**src/rtl/cdb_broadcaster_pkg.sv**
```systemverilog
// Shared tag encoding and bus widths for the common data bus and the queues
// and reservation stations that snoop it.
`default_nettype none

package cdb_broadcaster_pkg;

  localparam int CDB_LABEL_W = 4;
  localparam int CDB_DATA_W  = 32;

  // Tag 0 marks an operand that is already valid.
  localparam logic [CDB_LABEL_W-1:0] LABEL_NONE = '0;

  // Reservation-station tag assignment used by the issue unit.
  localparam logic [CDB_LABEL_W-1:0] TAG_ALU_BASE = 4'd1;
  localparam logic [CDB_LABEL_W-1:0] TAG_MUL_BASE = 4'd5;
  localparam logic [CDB_LABEL_W-1:0] TAG_LD_BASE  = 4'd9;
  localparam logic [CDB_LABEL_W-1:0] TAG_ST_BASE  = 4'd13;

  function automatic logic is_label_none(input logic [CDB_LABEL_W-1:0] label);
    return label == LABEL_NONE;
  endfunction

endpackage

`default_nettype wire

```
**src/rtl/cdb_src_fifo.sv**
```systemverilog
// Per-source result FIFO: power-of-two depth, naturally wrapping pointers.
`default_nettype none

module cdb_src_fifo #(
  parameter int DEPTH   = 2,
  parameter int LABEL_W = 4,
  parameter int DATA_W  = 32
) (
  input  logic                     clk,
  input  logic                     nRST,
  input  logic                     push,
  input  logic [LABEL_W-1:0]       push_label,
  input  logic [DATA_W-1:0]        push_data,
  input  logic                     pop,
  output logic [LABEL_W-1:0]       head_label,
  output logic [DATA_W-1:0]        head_data,
  output logic                     empty,
  output logic                     full,
  output logic [$clog2(DEPTH):0]   count
);

  localparam int AW = $clog2(DEPTH);

  logic [LABEL_W-1:0] mem_label [DEPTH];
  logic [DATA_W-1:0]  mem_data  [DEPTH];
  logic [AW-1:0]      wr_ptr;
  logic [AW-1:0]      rd_ptr;
  logic               do_push;
  logic               do_pop;

  assign empty   = (count == '0);
  assign full    = (count == (AW+1)'(DEPTH));
  assign do_push = push & ~full;
  assign do_pop  = pop & ~empty;

  assign head_label = mem_label[rd_ptr];
  assign head_data  = mem_data[rd_ptr];

  always_ff @(posedge clk or negedge nRST) begin
    if (!nRST) begin
      wr_ptr <= '0;
      rd_ptr <= '0;
      count  <= '0;
    end else begin
      if (do_push) wr_ptr <= wr_ptr + 1'b1;
      if (do_pop)  rd_ptr <= rd_ptr + 1'b1;
      case ({do_push, do_pop})
        2'b10:   count <= count + 1'b1;
        2'b01:   count <= count - 1'b1;
        default: count <= count;
      endcase
    end
  end

  // Storage needs no reset: contents are only observed through a non-empty head.
  always_ff @(posedge clk) begin
    if (do_push) begin
      mem_label[wr_ptr] <= push_label;
      mem_data[wr_ptr]  <= push_data;
    end
  end

endmodule

`default_nettype wire

```
**src/rtl/cdb_broadcaster.sv**
```systemverilog
// Common-data-bus transmitter: buffers per-source results and broadcasts one
// per cycle with a round-robin grant.
`default_nettype none

module cdb_broadcaster
  import cdb_broadcaster_pkg::*;
#(
  parameter int NUM_SRC = 4,
  parameter int DEPTH   = 2,
  parameter int LABEL_W = CDB_LABEL_W,
  parameter int DATA_W  = CDB_DATA_W
) (
  input  logic                         clk,
  input  logic                         nRST,
  input  logic [NUM_SRC-1:0]           src_valid,
  input  logic [NUM_SRC*LABEL_W-1:0]   src_label,
  input  logic [NUM_SRC*DATA_W-1:0]    src_data,
  output logic [NUM_SRC-1:0]           src_ready,
  output logic                         BCEN,
  output logic [LABEL_W-1:0]           BClabel,
  output logic [DATA_W-1:0]            BCdata,
  output logic                         drop_err,
  output logic                         pending
);

  localparam int PW = $clog2(NUM_SRC);
  localparam int CW = $clog2(DEPTH) + 1;

  logic [NUM_SRC-1:0] empty;
  logic [NUM_SRC-1:0] full;
  logic [NUM_SRC-1:0] push;
  logic [NUM_SRC-1:0] pop;
  logic [NUM_SRC-1:0] drop_hit;
  logic [NUM_SRC-1:0] nonzero;
  logic [LABEL_W-1:0] head_label [NUM_SRC];
  logic [DATA_W-1:0]  head_data  [NUM_SRC];
  logic [CW-1:0]      count      [NUM_SRC];

  logic [PW-1:0] ptr;
  logic [PW-1:0] ptr_next;
  logic [PW-1:0] grant_idx;
  logic          grant_vld;

  for (genvar gi = 0; gi < NUM_SRC; gi++) begin : g_src
    logic [LABEL_W-1:0] lbl;
    logic               lbl_none;

    assign lbl          = src_label[gi*LABEL_W +: LABEL_W];
    assign lbl_none     = (lbl == LABEL_W'(LABEL_NONE));
    assign src_ready[gi] = ~full[gi];
    assign push[gi]     = src_valid[gi] & ~full[gi] & ~lbl_none;
    assign drop_hit[gi] = src_valid[gi] & ~full[gi] & lbl_none;
    assign nonzero[gi]  = |count[gi];

    cdb_src_fifo #(
      .DEPTH   (DEPTH),
      .LABEL_W (LABEL_W),
      .DATA_W  (DATA_W)
    ) u_fifo (
      .clk        (clk),
      .nRST       (nRST),
      .push       (push[gi]),
      .push_label (lbl),
      .push_data  (src_data[gi*DATA_W +: DATA_W]),
      .pop        (pop[gi]),
      .head_label (head_label[gi]),
      .head_data  (head_data[gi]),
      .empty      (empty[gi]),
      .full       (full[gi]),
      .count      (count[gi])
    );
  end

  assign pending = |nonzero;

  // First non-empty FIFO at or after ptr, wrapping modulo NUM_SRC.
  always_comb begin
    logic [PW-1:0] cand;
    cand      = '0;
    grant_vld = 1'b0;
    grant_idx = '0;
    pop       = '0;
    for (int k = 0; k < NUM_SRC; k++) begin
      cand = PW'((int'(ptr) + k) % NUM_SRC);
      if (!grant_vld && !empty[cand]) begin
        grant_vld = 1'b1;
        grant_idx = cand;
      end
    end
    if (grant_vld) pop[grant_idx] = 1'b1;
    ptr_next = (int'(grant_idx) == NUM_SRC - 1) ? '0 : grant_idx + 1'b1;
  end

  always_ff @(posedge clk or negedge nRST) begin
    if (!nRST) begin
      ptr      <= '0;
      BCEN     <= 1'b0;
      BClabel  <= '0;
      BCdata   <= '0;
      drop_err <= 1'b0;
    end else begin
      drop_err <= |drop_hit;
      BCEN     <= grant_vld;
      if (grant_vld) begin
        ptr     <= ptr_next;
        BClabel <= head_label[grant_idx];
        BCdata  <= head_data[grant_idx];
      end else begin
        BClabel <= '0;
        BCdata  <= '0;
      end
    end
  end

endmodule

`default_nettype wire

```
**config.mk**
```make
export PLATFORM = sky130hd
export DESIGN_NAME = cdb_broadcaster
export DESIGN_NICKNAME = d
export VERILOG_FILES = /design/src/rtl/cdb_broadcaster_pkg.sv /design/src/rtl/cdb_src_fifo.sv /design/src/rtl/cdb_broadcaster.sv
export SDC_FILE = /design/constraint.sdc
export NUM_CORES = 1
export LEC_CHECK = 0
export BUFFER_PORTS_ARGS = -buffer_cell sky130_fd_sc_hd__buf_2
export CAP_MARGIN = 5
export CORE_ASPECT_RATIO = 0.5
export CORE_MARGIN = 4
export CORE_UTILIZATION = 35
export CTS_BUF_LIST = sky130_fd_sc_hd__clkbuf_16
export DETAILED_ROUTE_END_ITERATION = 7
export GPL_TIMING_DRIVEN = 0
export PLACE_DENSITY = 0.55
export SETUP_SLACK_MARGIN = 0.02
export SLEW_MARGIN = 0
export SYNTH_ARGS = -nofsm -noshare
export SYNTH_HDL_FRONTEND = slang
export SYNTH_SLANG_ARGS = --single-unit
```
**constraint.sdc**
```tcl
create_clock -name clk -period 4.66 [get_ports clk]
set_clock_uncertainty 0.15 [all_clocks]
set_input_delay 0.932 -clock clk [delete_from_list [all_inputs] [get_ports clk]]
set_output_delay 0.932 -clock clk [all_outputs]
set_load 0.02 [all_outputs]
```
After elaboration in Yosys (flattened, before gate mapping)
Memories as Yosys holds them, arrays and structs flattened.
Cells that the tools add are included.

cells by class
  $add $sub $neg = 20
  $lt $le $gt $ge = 7
  eq/ne operators = 13
  muxes and demuxes = 40
  bitwise gates (word level) = 33
  reduce and logical (&&, ||, !) cells = 23

operators by type and width
  cell                 count
  $mux 32              3
  $bmux 32 s2          1
  $and 1x1->1          20
  $mux 1               17
  $eq 2x2->1 const B   8
  $logic_not 4->1      4
  $mux 4               4
  $pmux 2 s2           4
  $lt 2x3->1 const B   5
  $add 2x1->2 const B  6
  $not 1->1            12
  $eq 2x1->1 const B   5
  $mux 2               5
  $add 1x1->1 const B  8
  $bmux 1 s2           4
  $bmux 4 s2           1
  $logic_not 2->1      4
  $reduce_bool 2->1    4
  $reduce_or 8->1      1
  $sub 2x1->2 const B  4
  $logic_not 1->1      5
  $add 2x2->2 const B  2
  $logic_and 1x1->1    4
  $reduce_or 4->1      1
  other kinds (4)      4

storage, ports and cells
  register bits after elaboration = 56
  bits in writable memories = 288
  input bits = 150
  memories = 8

memory list
  name                       depth  bits a word  read ports  clocked after memory_dff  write ports  RTL line            source
  g_src[0].u_fifo.mem_data   2      32           1           0                         1            cdb_src_fifo.sv:25  logic [DATA_W-1:0] mem_data [DEPTH];
  g_src[1].u_fifo.mem_data   2      32           1           0                         1            cdb_src_fifo.sv:25
  g_src[2].u_fifo.mem_data   2      32           1           0                         1            cdb_src_fifo.sv:25
  g_src[3].u_fifo.mem_data   2      32           1           0                         1            cdb_src_fifo.sv:25
  g_src[0].u_fifo.mem_label  2      4            1           0                         1            cdb_src_fifo.sv:24  logic [LABEL_W-1:0] mem_label [DEPTH];
  g_src[1].u_fifo.mem_label  2      4            1           0                         1            cdb_src_fifo.sv:24
  2 more memories            --     --           --          --                        --           --

Depth between registers and ports, before layout
Gate-level depths: netlist of the first run.

  word-level depth = 20
  depth in mapped cells = 13
  gate-level depth less buffers = 10

By module
A second synthesis of the first run with hierarchy kept.

second synthesis, totals
  cell total of the unflattened synthesis = 734
  area, all modules = 14211.1 sq um

modules (own cells, without submodules)
  module           times used  cells an instance  area each (sq um)  seq. area each (sq um)
  cdb_src_fifo     4           130                2944.1             2262.2
  cdb_broadcaster  1           214                2434.8             1001.0

Least setup slack after synthesis of the first run
OpenSTA, ideal clock, no wires.

  path type = in2reg
  start point = input src_label[8]
  end point = memory g_src[2].u_fifo.mem_data[0][0] (enable)
  setup time = 429 ps
  data arrival time = 2748 ps
  setup slack = 1332 ps
  stages = 3
  path through = nor4_1 nand3b_1 nor2_1

between the ends
  longest elaborated chain between the ends = 6

ends and longest elaborated chain
  item                          RTL line               source
  start, declared               cdb_broadcaster.sv:16  input logic [NUM_SRC*LABEL_W-1:0] src_label,
  $logic_not 4->1               cdb_broadcaster.sv:49  assign lbl_none = (lbl == LABEL_W'(LABEL_NONE));
  $not 1->1                     cdb_broadcaster.sv:51  assign push[gi] = src_valid[gi] & ~full[gi] & ~lbl_none;
  $and 1x1->1                   cdb_broadcaster.sv:51
  $and 1x1->1                   cdb_src_fifo.sv:33     assign do_push = push & ~full;
  $mux 1                        cdb_src_fifo.sv:57     if (do_push) begin
  $mux 1 (not written as such)  cdb_src_fifo.sv:59     mem_data[wr_ptr] <= push_data;
  end, declared                 cdb_src_fifo.sv:25

No other way between the ends.

Worst setup path after layout of the first run
  start point = register g_src[0].u_fifo.count[0]
  end point = register g_src[3].u_fifo.count[1]

between the ends
  longest elaborated chain between the ends = 20

ends and longest elaborated chain
  item                                                    RTL line               source
  start, declared                                         cdb_src_fifo.sv:19     output logic [$clog2(DEPTH):0] count
  start signal, assigned                                  cdb_src_fifo.sv:48     2'b10: count <= count + 1'b1;
  start signal, assigned                                  cdb_src_fifo.sv:49     2'b01: count <= count - 1'b1;
  start signal, assigned                                  cdb_src_fifo.sv:50     default: count <= count;
  $logic_not 2->1 (*)                                     cdb_src_fifo.sv:31     assign empty = (count == '0);
  $bmux 1 s2                                              cdb_broadcaster.sv:85  if (!grant_vld && !empty[cand]) begin
  $mux 1 (not written as such)                            cdb_broadcaster.sv:85
  $logic_not 1->1                                         cdb_broadcaster.sv:85
  $logic_and 1x1->1                                       cdb_broadcaster.sv:85
  $mux 1                                                  cdb_broadcaster.sv:85
  $logic_not 1->1                                         cdb_broadcaster.sv:85
  $logic_and 1x1->1                                       cdb_broadcaster.sv:85
  (+5 left out)                                           --
  $logic_and 1x1->1 (not written as such)                 cdb_broadcaster.sv:90  if (grant_vld) pop[grant_idx] = 1'b1;
  $mux 1 (not written as such)                            cdb_broadcaster.sv:90
  $demux 1 s2                                             cdb_broadcaster.sv:90
  $mux 4 (*)                                              cdb_broadcaster.sv:90
  $and 1x1->1 (*)                                         cdb_src_fifo.sv:34     assign do_pop = pop & ~empty;
  net g_src[3].u_fifo.do_pop                              cdb_src_fifo.sv:29     logic do_pop;
  $eq 2x1->1 / $eq 2x2->1 (equally long branches)         cdb_src_fifo.sv:47     case ({do_push, do_pop})
  $pmux 2 s2 / $reduce_bool 2->1 (equally long branches)  --
  end signal, assigned                                    cdb_src_fifo.sv:48
  end signal, assigned                                    cdb_src_fifo.sv:49
  end signal, assigned                                    cdb_src_fifo.sv:50
  end, declared                                           cdb_src_fifo.sv:19

The timed path passes the listed nets; every way through them passes the cells marked *. The select of a mux whose other input is x is not followed.
A chain may end at the register's enable or synchronous reset.

==> run metrics, run 1 <==
setup TNS=0 ps; family with the most delay on the worst path=simple AND/OR/NAND/NOR gates; final hold slack=363.0 ps; Slowest-stage cell, CP=dfrtp_1; Clock Root Buffer=clkbuf_16; Cells after Synth=818; vias in the first global route=8245; cts repair resizes=0; IO Pins=193; endpoints failing hold=0; total power=11.95 mW; Hold Crit Class=reg2reg; top_reg_cell synth=edfxtp_1; grt ovf=0; Skew-Pair Late Insertion Delay=510 ps; Max IR drop VDD=0.0003885 V; YS warnings=0; DRC=0; post-synthesis register bit count=344; crit-path most repeated cell=buf_2; IO buf count=192; 1st-iter DRT viols=505; commonest non-fill, non-tap cells in the layout=edfxtp_1, buf_2, nor2b_1, a211oi_1, dfrtp_1; remaining antenna violation count=0; Data arrival, critical path=3500 ps; Final min period=3220 ps; Post-CTS Setup Inserts=0; CP Max Fanout=10; Vias/cell=5.006; Avg Cell Area, Syn=16.30 um^2; Seq/Total Area, Yosys=75.37%; Slew headroom=41.51%; die area=0.04147 mm^2; hold_buf cts=0; clock tree sinks=344; gpl congestion=0.7817; area grow syn2layout=22.04%; Worst Path Required=4940 ps; TritonCTS clock tree=done; share of cells above drive strength 1=29.44%; critical path, cell by cell=buf_2 > nor2_1 > o21a_1 > o221a_2 > buf_2 > buf_2 > ha_1 > nor2b_1 > ha_1 > nor2_1 > xor2_1; initial cell density of the core=35.58%; Reg clk slew, reported paths=60 ps; most common cell after layout, fill and taps aside=edfxtp_1; Cell Area, Synth=0.01333 mm^2; Critical Path Max Stage Delay=360 ps; final setup violating endpoints=0; pre-CTS setup slack=1450 ps; WS Path Type=reg2reg; total of max-cap violations=0; leakage power=5.705 nW; PD cells=734.5 mW/mm^2; WL/cell=22.02 um; filler instances=3320; Total GRT Usage=16.50%; standard-cell rows=50; Clock Tree Buf Depth=3; Slew @ Worst Pin=877.4 ps; Distinct cells, synth=39; fraction of the cycle the final worst path needs=69.10%; FMAX=310.6 MHz; nets=1210; Yosys top cell area share=64.86%; Synth area leader=edfxtp_1; clock buffer count from CTS=35; EDFF count, synth=288; fin. max-slew vios=0; Die Y=146.0 um; Die Wd=284.0 um; htree depth=2; RSZ-0062 raised after global routing=false; Worst Slack Setup Final=1440 ps; via count=7914; Buf/Inv on CP=3; syn_nets=973; first-pass GRT wire length=51.30 mm; HPWL Detailed=24.65 mm; top post-synthesis cells by area=edfxtp_1, dfrtp_1, a211oi_1, nor2b_1, mux2_2; final WL=34.82 mm; largest net degree at the start of global routing=57; status=finished clean; CP endpoint kind=flip-flop; Core ar.=0.03747 mm^2; initial antenna violation count=11; Critical Path Start Type=flip-flop; FFs w/ async S/R, synth=16.28%; Pre-antenna DRT Iters=5
==> where the power goes <==
group,internal (mW),switching [mW]
clock,1.58,1.11
combinational,1.65,3.10
sequential,4.28,0.236
total,7.50,4.45
==> state kept, by name, indices dropped and copies added, names as in the netlist <==
register,count
g_src.u_fifo.mem_data,256
BCdata,32
g_src.u_fifo.mem_label,32
g_src.u_fifo.count,8
BClabel,4
g_src.u_fifo.rd_ptr,4
g_src.u_fifo.wr_ptr,4
ptr,2
BCEN,1
drop_err,1
==> routing by layer <==
layer  vias to the layer above  GRT usage (%)  part of all wire (%)
met4                         8          5.308                   1.9
met5                         -              0                  0.10
met2                       188          29.21                    52
li1                       3672              -                     -
met1                      3990          20.63                    41
met3                        56          3.089                   4.7
==> synth_stat cells (2+ instances only) <==
cell type	n
edfxtp_1	288
a211oi_1	109
nor2b_1	109
dfrtp_1	56
o21ai_0	39
mux2_2	37
o32ai_1	36
clkbuf_1	27
buf_2	20
nor2_1	18
xnor2_1	13
xor2_1	7
nand2_1	6
buf_6	5
ha_1	5
inv_1	5
nand2b_1	4
nand3_1	4
o21a_1	3
or4_1	3
a21oi_1	2
nand4_1	2
nor2_2	2
o21bai_1	2
o22ai_1	2
==> logic make-up (layout without fill, tap and decap cells) <==
kind of cell             Yosys count  count (layout)  synth area share [%]
AO/OA/AOI/OAI                    200             200                 10.84
buffers and inverters             59             321                 2.168
adder cells (fa/ha/maj)            5               5                0.4692
multiplexers                      37              37                 3.125
other                              0               7                     0
AND/OR/NAND/NOR                  153             153                 6.719
flip-flops                       344             344                 75.37
XOR/XNOR                          20              20                 1.314
==> through the flow <==
stage                     std cells  area, um^2  util, %
after CTS                      1574       16260    43.38
final                          1581       16270    43.43
after global routing           1581       16270    43.43
after floorplan                 818       13330        -
after global placement         1504       14910    39.80
after detailed placement       1512       15170    40.47
==> cell type report <==
type	count	area [um^2]	area share, %
Clock buffer	35	875.8	5.382
Tap cell	494	618.1	3.798
Antenna cell	7	17.52	0.1076
Multi-Input combinational cell	415	3055	18.78
Sequential cell	344	10050	61.76
Buffer	53	261.5	1.607
Inverter	6	27.53	0.1692
Timing Repair Buffer	200	1154	7.089
Clock inverter	27	214.0	1.315
==> worst paths after layout <==
path                            slack [ps]  depth (start not counted)                startpoint                        to
worst max-delay path                  1440                         11  g_src[0].u_fifo.count[0]  g_src[3].u_fifo.count[1]
max in group asynchronous             3390                          1                      nRST                BCdata[29]
min in group asynchronous              380                          1                      nRST                BCdata[20]
worst max register to register        1440                         11  g_src[0].u_fifo.count[0]  g_src[3].u_fifo.count[1]
worst min register to register         360                          1  g_src[1].u_fifo.count[1]  g_src[1].u_fifo.count[1]
worst min-delay path                   360                          1  g_src[1].u_fifo.count[1]  g_src[1].u_fifo.count[1]
Note: power is estimated with default switching activity, not from simulation.
==> inputs of run 2 (changes only) <==
PLACE_DENSITY = 0.57   (was 0.55)
clock period = 2.6 ns   (was 4.66 ns; I/O delays follow)
==> run 2 against run 1 <==
Net effect: wire length is 1.2% higher; worst hold slack lost 330 ps; die area is the same; sequential share of layout area down 0.60 points.
==> run metrics, run 2 (synthesis gave the netlist of run 1 again) <==
Die Wd=284.0 um; Critical Path Max Stage Delay=470 ps; Pre-antenna DRT Iters=7; first-pass GRT wire length=51.39 mm; Power Internal=13.61 mW; Final min period=2532 ps; IO buf count=192; grt ovf=0; Core ar.=0.03747 mm^2; initial cell density of the core=35.58%; Comb pwr share=41.5%; status=finished clean; Hold Crit Start=src_data[111]; hold path endpoint=g_src[3].u_fifo.mem_data[1][15]; Hold Crit Class=in2reg; Max IR drop VDD=0.0005874 V; PD cells=1328 mW/mm^2; Total GRT Usage=16.60%; leakage power=5.777 nW; endpoints failing hold=0; area grow syn2layout=23.26%; final hold slack=31.22 ps; fraction of the cycle the final worst path needs=97.39%; family with the most delay on the worst path=compound AO/OA/AOI/OAI gates; fin. max-slew vios=0; Slowest-stage cell, CP=dfrtp_1; max reg flops=256; die area=0.04147 mm^2; Slew headroom=42.38%; RSZ-0062 raised after global routing=true; WS Path Type=reg2reg; via count=8005; final setup violating endpoints=0; Switch Pwr=8.209 mW; remaining antenna violation count=0; IO Pins=193; gpl congestion=0.7750; RR Startpoint=g_src[0].u_fifo.count[1]; Final Cell Area=0.01644 mm^2; Skew-Pair Late Insertion Delay=520 ps; vias in the first global route=8314; Clock Power Share=21.3%; DRC=0; total of max-cap violations=0; Critical Path Start Type=flip-flop; critical path, cell by cell=o21a_1 > o311ai_1 > nand2_1 > buf_12 > clkbuf_4 > nor2_4 > ha_1 > xnor2_1 > nor2_2 > xor2_1; HPWL Detailed=24.94 mm; Met3 Wirelength=1.907 mm; Sw Share=37.62%; internal reg-to-reg setup slack=70 ps; WL/cell=22.17 um; Clock Root Buffer=clkbuf_16; filler instances=3343; capture point of the worst reg-to-reg path=g_src[2].u_fifo.count[1]; CP Max Fanout=10; M1 wire length=13.81 mm; top sig layer=met5; final WL=35.24 mm; CP endpoint kind=flip-flop; largest net degree at the start of global routing=57; 1st-iter DRT viols=564; commonest non-fill, non-tap cells in the layout=edfxtp_1, buf_2, nor2b_1; Data arrival, critical path=2780 ps; clock buffer count from CTS=35; Reg clk slew, reported paths=70 ps; Vias/cell=5.038; Biggest register=g_src.u_fifo.mem_data; DR WL met2=18.83 mm; hold path cells=1; most common cell after layout, fill and taps aside=edfxtp_1; FMAX=394.9 MHz; Slew @ Worst Pin=864.4 ps; clock tree sinks=344; nets=1218; Die Y=146.0 um; share of cells above drive strength 1=31.68%; standard-cell rows=50; initial antenna violation count=11; Clock Tree Buf Depth=3; Top Registers=g_src.u_fifo.mem_data (256), BCdata (32), g_src.u_fifo.mem_label (32); htree depth=2; FF-to-FF path depth=10; Buf/Inv on CP=2; sequential share of power=37.2%; Placed Instance Area=0.01515 mm^2; Worst Path Required=2840 ps; worst setup path startpoint=g_src[0].u_fifo.count[1]; TritonCTS clock tree=done
-- run 2: changes by cell type in the layout (fill, tap and decap cells not counted), sizes merged --
cell         before  now
clkbuf           62   65
dlygate4sd3       0    1
inv              17   15
bufinv            4    1
clkinv           12   16
diode             7    6
buf             226  232
-- run 2: power groups by stage --
stage | sequential (mW) | clock, mW | combinational, mW
final | 8.12 | 4.65 | 9.05
after global routing | 8.24 | 4.97 | 9.79
after CTS | 8.12 | 4.75 | 8.85
after detailed placement | 8.21 | 0 | 8.56
after global placement | 8.26 | 0 | 8.15
after floorplan | 8.50 | 0 | 5.01
-- run 2: worst max path at each step --
| stage | endpoint | cells past startpoint |
|---|---|---|
| 3_5_place_dp | g_src[3].u_fifo.count[1] | 11 |
| 4_1_cts | g_src[3].u_fifo.count[1] | 11 |
| 2_1_floorplan | g_src[0].u_fifo.mem_data[0][0] | 4 |
| 6_report | g_src[2].u_fifo.count[1] | 10 |
| 5_1_grt | g_src[2].u_fifo.count[1] | 11 |
| 3_3_place_gp | g_src[0].u_fifo.mem_data[0][12] | 4 |
-- run 2: final cells by class --
cell class | count | area [um^2] | area share, %
flip-flops and latches | 344 | 10050 | 61.15
multi-input cells | 415 | 3142 | 19.12
repair buffers | 209 | 1209 | 7.354
clock buffers | 37 | 925.9 | 5.633
well taps | 494 | 618.1 | 3.761
plain buffers | 52 | 297.8 | 1.812
clock inverters | 26 | 128.9 | 0.7841
inverters | 6 | 48.80 | 0.2969
diodes | 6 | 15.01 | 0.09135
-- run 2: stage by stage --
stage | power, mW | worst slack (ps) | std cells | util [%] | TNS [ps]
6_report | 21.82 | 67.83 | 1589 | 43.86 | 0
5_1_grt | 23.00 | -40.39 | 1589 | 43.86 | -54.51
4_1_cts | 21.71 | -12.85 | 1580 | 43.52 | -12.85
3_5_place_dp | 16.77 | -569.5 | 1512 | 40.44 | -1113
3_3_place_gp | 16.40 | -1933 | 1504 | 39.83 | -371940
2_1_floorplan | 13.51 | -458.6 | 818 | - | -65110
-- run 2: timing repair --
item                                   in CTS  in global routing
setup endpoints to repair                  10                 31
gates resized for setup                    20                 33
pin swaps                                   1                  2
cloned                                      0                  0
hold buffers                                1                  0
endpoints found under the hold margin      21                  0
buffers inserted                            5                  3
-- run 2: layer usage --
layer | GRT usage, % | vias up
li1 | - | 3686
met1 | 19.79 | 4033
met2 | 30.61 | 220
met3 | 3.276 | 56
met4 | 4.907 | 10
met5 | 0 | -
==> inputs of run 3 (changes only) <==
ABC_AREA = 1   (was unset)
SYNTH_HIERARCHICAL = 1   (was unset)
==> run 3 against run 2 <==
Net effect: the flow now finishes with violations (negative setup slack); critical path type unchanged; largest cell class unchanged; power increased by 31%; highest routed layer unchanged; first-iteration DRC count is 65% higher; area after synthesis increased by 14%; critical path depth grew 14; sequential cell count is the same.
==> run metrics, run 3 <==
final setup violating endpoints=4; IO buf count=192; Slew @ Worst Pin=903.7 ps; WL/cell=19.01 um; filler instances=3997; CP endpoint kind=flip-flop; PD cells=1519 mW/mm^2; endpoints failing hold=0; Critical Path Max Stage Delay=370 ps; Distinct cells, synth=29; crit-path most repeated cell=nand2_4; Worst Path Required=2860 ps; failing checks=negative setup slack; Biggest register=g_src.u_fifo/mem_data; Data arrival, critical path=2900 ps; EDFF count, synth=288; Skew-Pair Late Insertion Delay=530 ps; HPWL Detailed=32.06 mm; max reg flops=256; dominant cell by count in the synthesized netlist=nand2_1; Post-synth top cells=nand2_1, edfxtp_1, inv_1; TritonCTS clock tree=done; FFs w/ async S/R, synth=16.28%; nets=1850; final WL=43.65 mm; YS warnings=6; final hold slack=27.63 ps; most common cell after layout, fill and taps aside=nand2_1; IO Pins=193; Clock Tree Buf Depth=3; largest net degree at the start of global routing=37; initial antenna violation count=6; remaining antenna violation count=0; htree depth=2; DRC=0; vias in the first global route=10220; FMAX=379.1 MHz; die area=0.04707 mm^2; Cell Area, Synth=0.01521 mm^2; Slew headroom=39.75%; total of max-cap violations=0; Die Wd=302.8 um; post-synthesis register bit count=344; Cells after Synth=1417; CP Max Fanout=4; Core ar.=0.04244 mm^2; status=finished, violations left; Yosys top cell area share=56.85%; Seq/Total Area, Yosys=66.06%; Worst Slack Setup Final=-38.07 ps; Top Registers=g_src.u_fifo/mem_data (256), BCdata (32), g_src.u_fifo/mem_label (32); Critical Path Start Type=flip-flop; Reg clk slew, reported paths=60 ps; 1st-iter DRT viols=930; top post-synthesis cells by area=edfxtp_1, nand2_1, dfrtp_1, nand2_2, nand3_1; RSZ-0062 raised after global routing=true; commonest non-fill, non-tap cells in the layout=nand2_1, edfxtp_1, buf_2; fraction of the cycle the final worst path needs=101.5%; placed cell count=2191; Avg Cell Area, Syn=10.74 um^2; syn_nets=1575; first-pass GRT wire length=62.83 mm; grt ovf=0; area grow syn2layout=24.09%; Max IR drop VDD=0.0005959 V; Slowest-stage cell, CP=dfrtp_1; clock tree sinks=344; Total GRT Usage=18.19%; gpl congestion=0.9040; Reg area=0.01006 mm^2; Hold Crit Class=in2reg; clock buffer count from CTS=35; Die Y=155.4 um; fin. max-slew vios=0; top_reg_cell synth=edfxtp_1; Vias/cell=4.672; Layout Cells excl Fill=2296; Clock Root Buffer=clkbuf_16; initial cell density of the core=35.85%; WS Path Type=reg2reg; share of cells above drive strength 1=33.06%; Pre-antenna DRT Iters=5; area occupied by multi-input gates=0.004368 mm^2; via count=10730; standard-cell rows=53; Final min period=2638 ps; leakage power=8.343 nW; Synth area leader=edfxtp_1; critical path, cell by cell=inv_2 > nand2_4 > inv_2 > nand2_1 > nand2_2 > nand2_2 > nand2_4 > nand2_4 > nor2_4 > buf_6 > nand2_4 > nand2_4 > buf_8 > inv_8 > ha_4 > inv_2 > nor2_4 > nand2_2 > inv_2 > ha_4 > inv_4 > nand3_2 > nand2_1 > nand2_1
-- run 3: cell count changes after synthesis, sizes merged, moves of 37 or more --
cell,before,now
mux2,37,0
nand2,6,592
a211oi,109,0
nor2b,109,0
nand3,4,130
inv,6,165
-- run 3: kinds of logic after synthesis --
logic type               Yosys count  synth area share [%]
AND/OR/NAND/NOR                  790                 23.85
buffers and inverters            228                 7.492
XOR/XNOR                           4                0.2303
flip-flops                       344                 66.06
adder cells (fa/ha/maj)            8                0.6580
AO/OA/AOI/OAI                     43                 1.711
-- run 3: path summary, 6_finish.rpt --
kind / cells past startpoint / slack [ps] / endpoint / from
setup / recovery: 24 / -40 / g_src[1].u_fifo/count[1] / g_src[0].u_fifo/count[1]
hold / removal: 1 / 30 / g_src[0].u_fifo/mem_data[0][15] / src_data[15]
setup reg to reg: 24 / -40 / g_src[1].u_fifo/count[1] / g_src[0].u_fifo/count[1]
hold reg to reg: 2 / 330 / g_src[0].u_fifo/wr_ptr / g_src[0].u_fifo/wr_ptr
max in group asynchronous: 3 / 1260 / g_src[1].u_fifo/count[0] / nRST
min in group asynchronous: 2 / 390 / BCEN / nRST
-- run 3: critical path: cells and delay by family, from the launching register on --
family	cells	cell delay [ps]
fa+ha+maj	2	310
buf+inv	8	570
simple gates	14	1090
flops	1	370
-- run 3: final cells by class --
type	instances	share of cell area, %
inverters	165	3.427
multi-input cells	845	23.14
well taps	577	3.824
clock inverters	26	1.113
flip-flops and latches	344	53.27
repair buffers	240	7.383
diodes	1	0.01326
clock buffers	37	4.905
plain buffers	61	2.929
-- run 3: per-layer routing --
layer  up-vias  global-route usage (%)  part of all wire (%)  wire length (um)
li1       5166                       -                     -                 -
met1      5181                   25.55                    44             19280
met2       294                   29.06                    47             20450
met3        79                   3.082                   6.0              2604
met4         8                   5.602                   2.9              1278
met5         -                       0                 0.096                42
-- run 3: per-stage QoR --
step	area [um^2]	setup TNS (ps)	util (%)	setup slack (ps)	power, mW
3_5_place_dp	17060	-6455	40.19	-759.7	21.79
3_3_place_gp	16940	-111760	39.91	-756.0	21.62
4_1_cts	18750	-77.06	44.19	-28.35	28.24
2_1_floorplan	15250	-295.3	-	-114.4	17.14
5_1_grt	18880	-863.6	44.48	-151.2	30.29
6_report	18880	-96.72	44.48	-38.07	28.68
-- run 3: power by group --
group | switching [mW] | leakage (nW) | internal, mW
sequential | 0.467 | 3.32 | 7.78
clock | 2.06 | 0.601 | 2.96
combinational | 10.1 | 4.42 | 5.31
-- run 3: timing repair --
item,CTS,global route
setup buffers,35,7
hold buffers,1,0
endpoints found under the setup margin,38,45
cloned,0,0
endpoints found under the hold margin,20,0
pin swaps,42,43
gates resized for setup,87,29
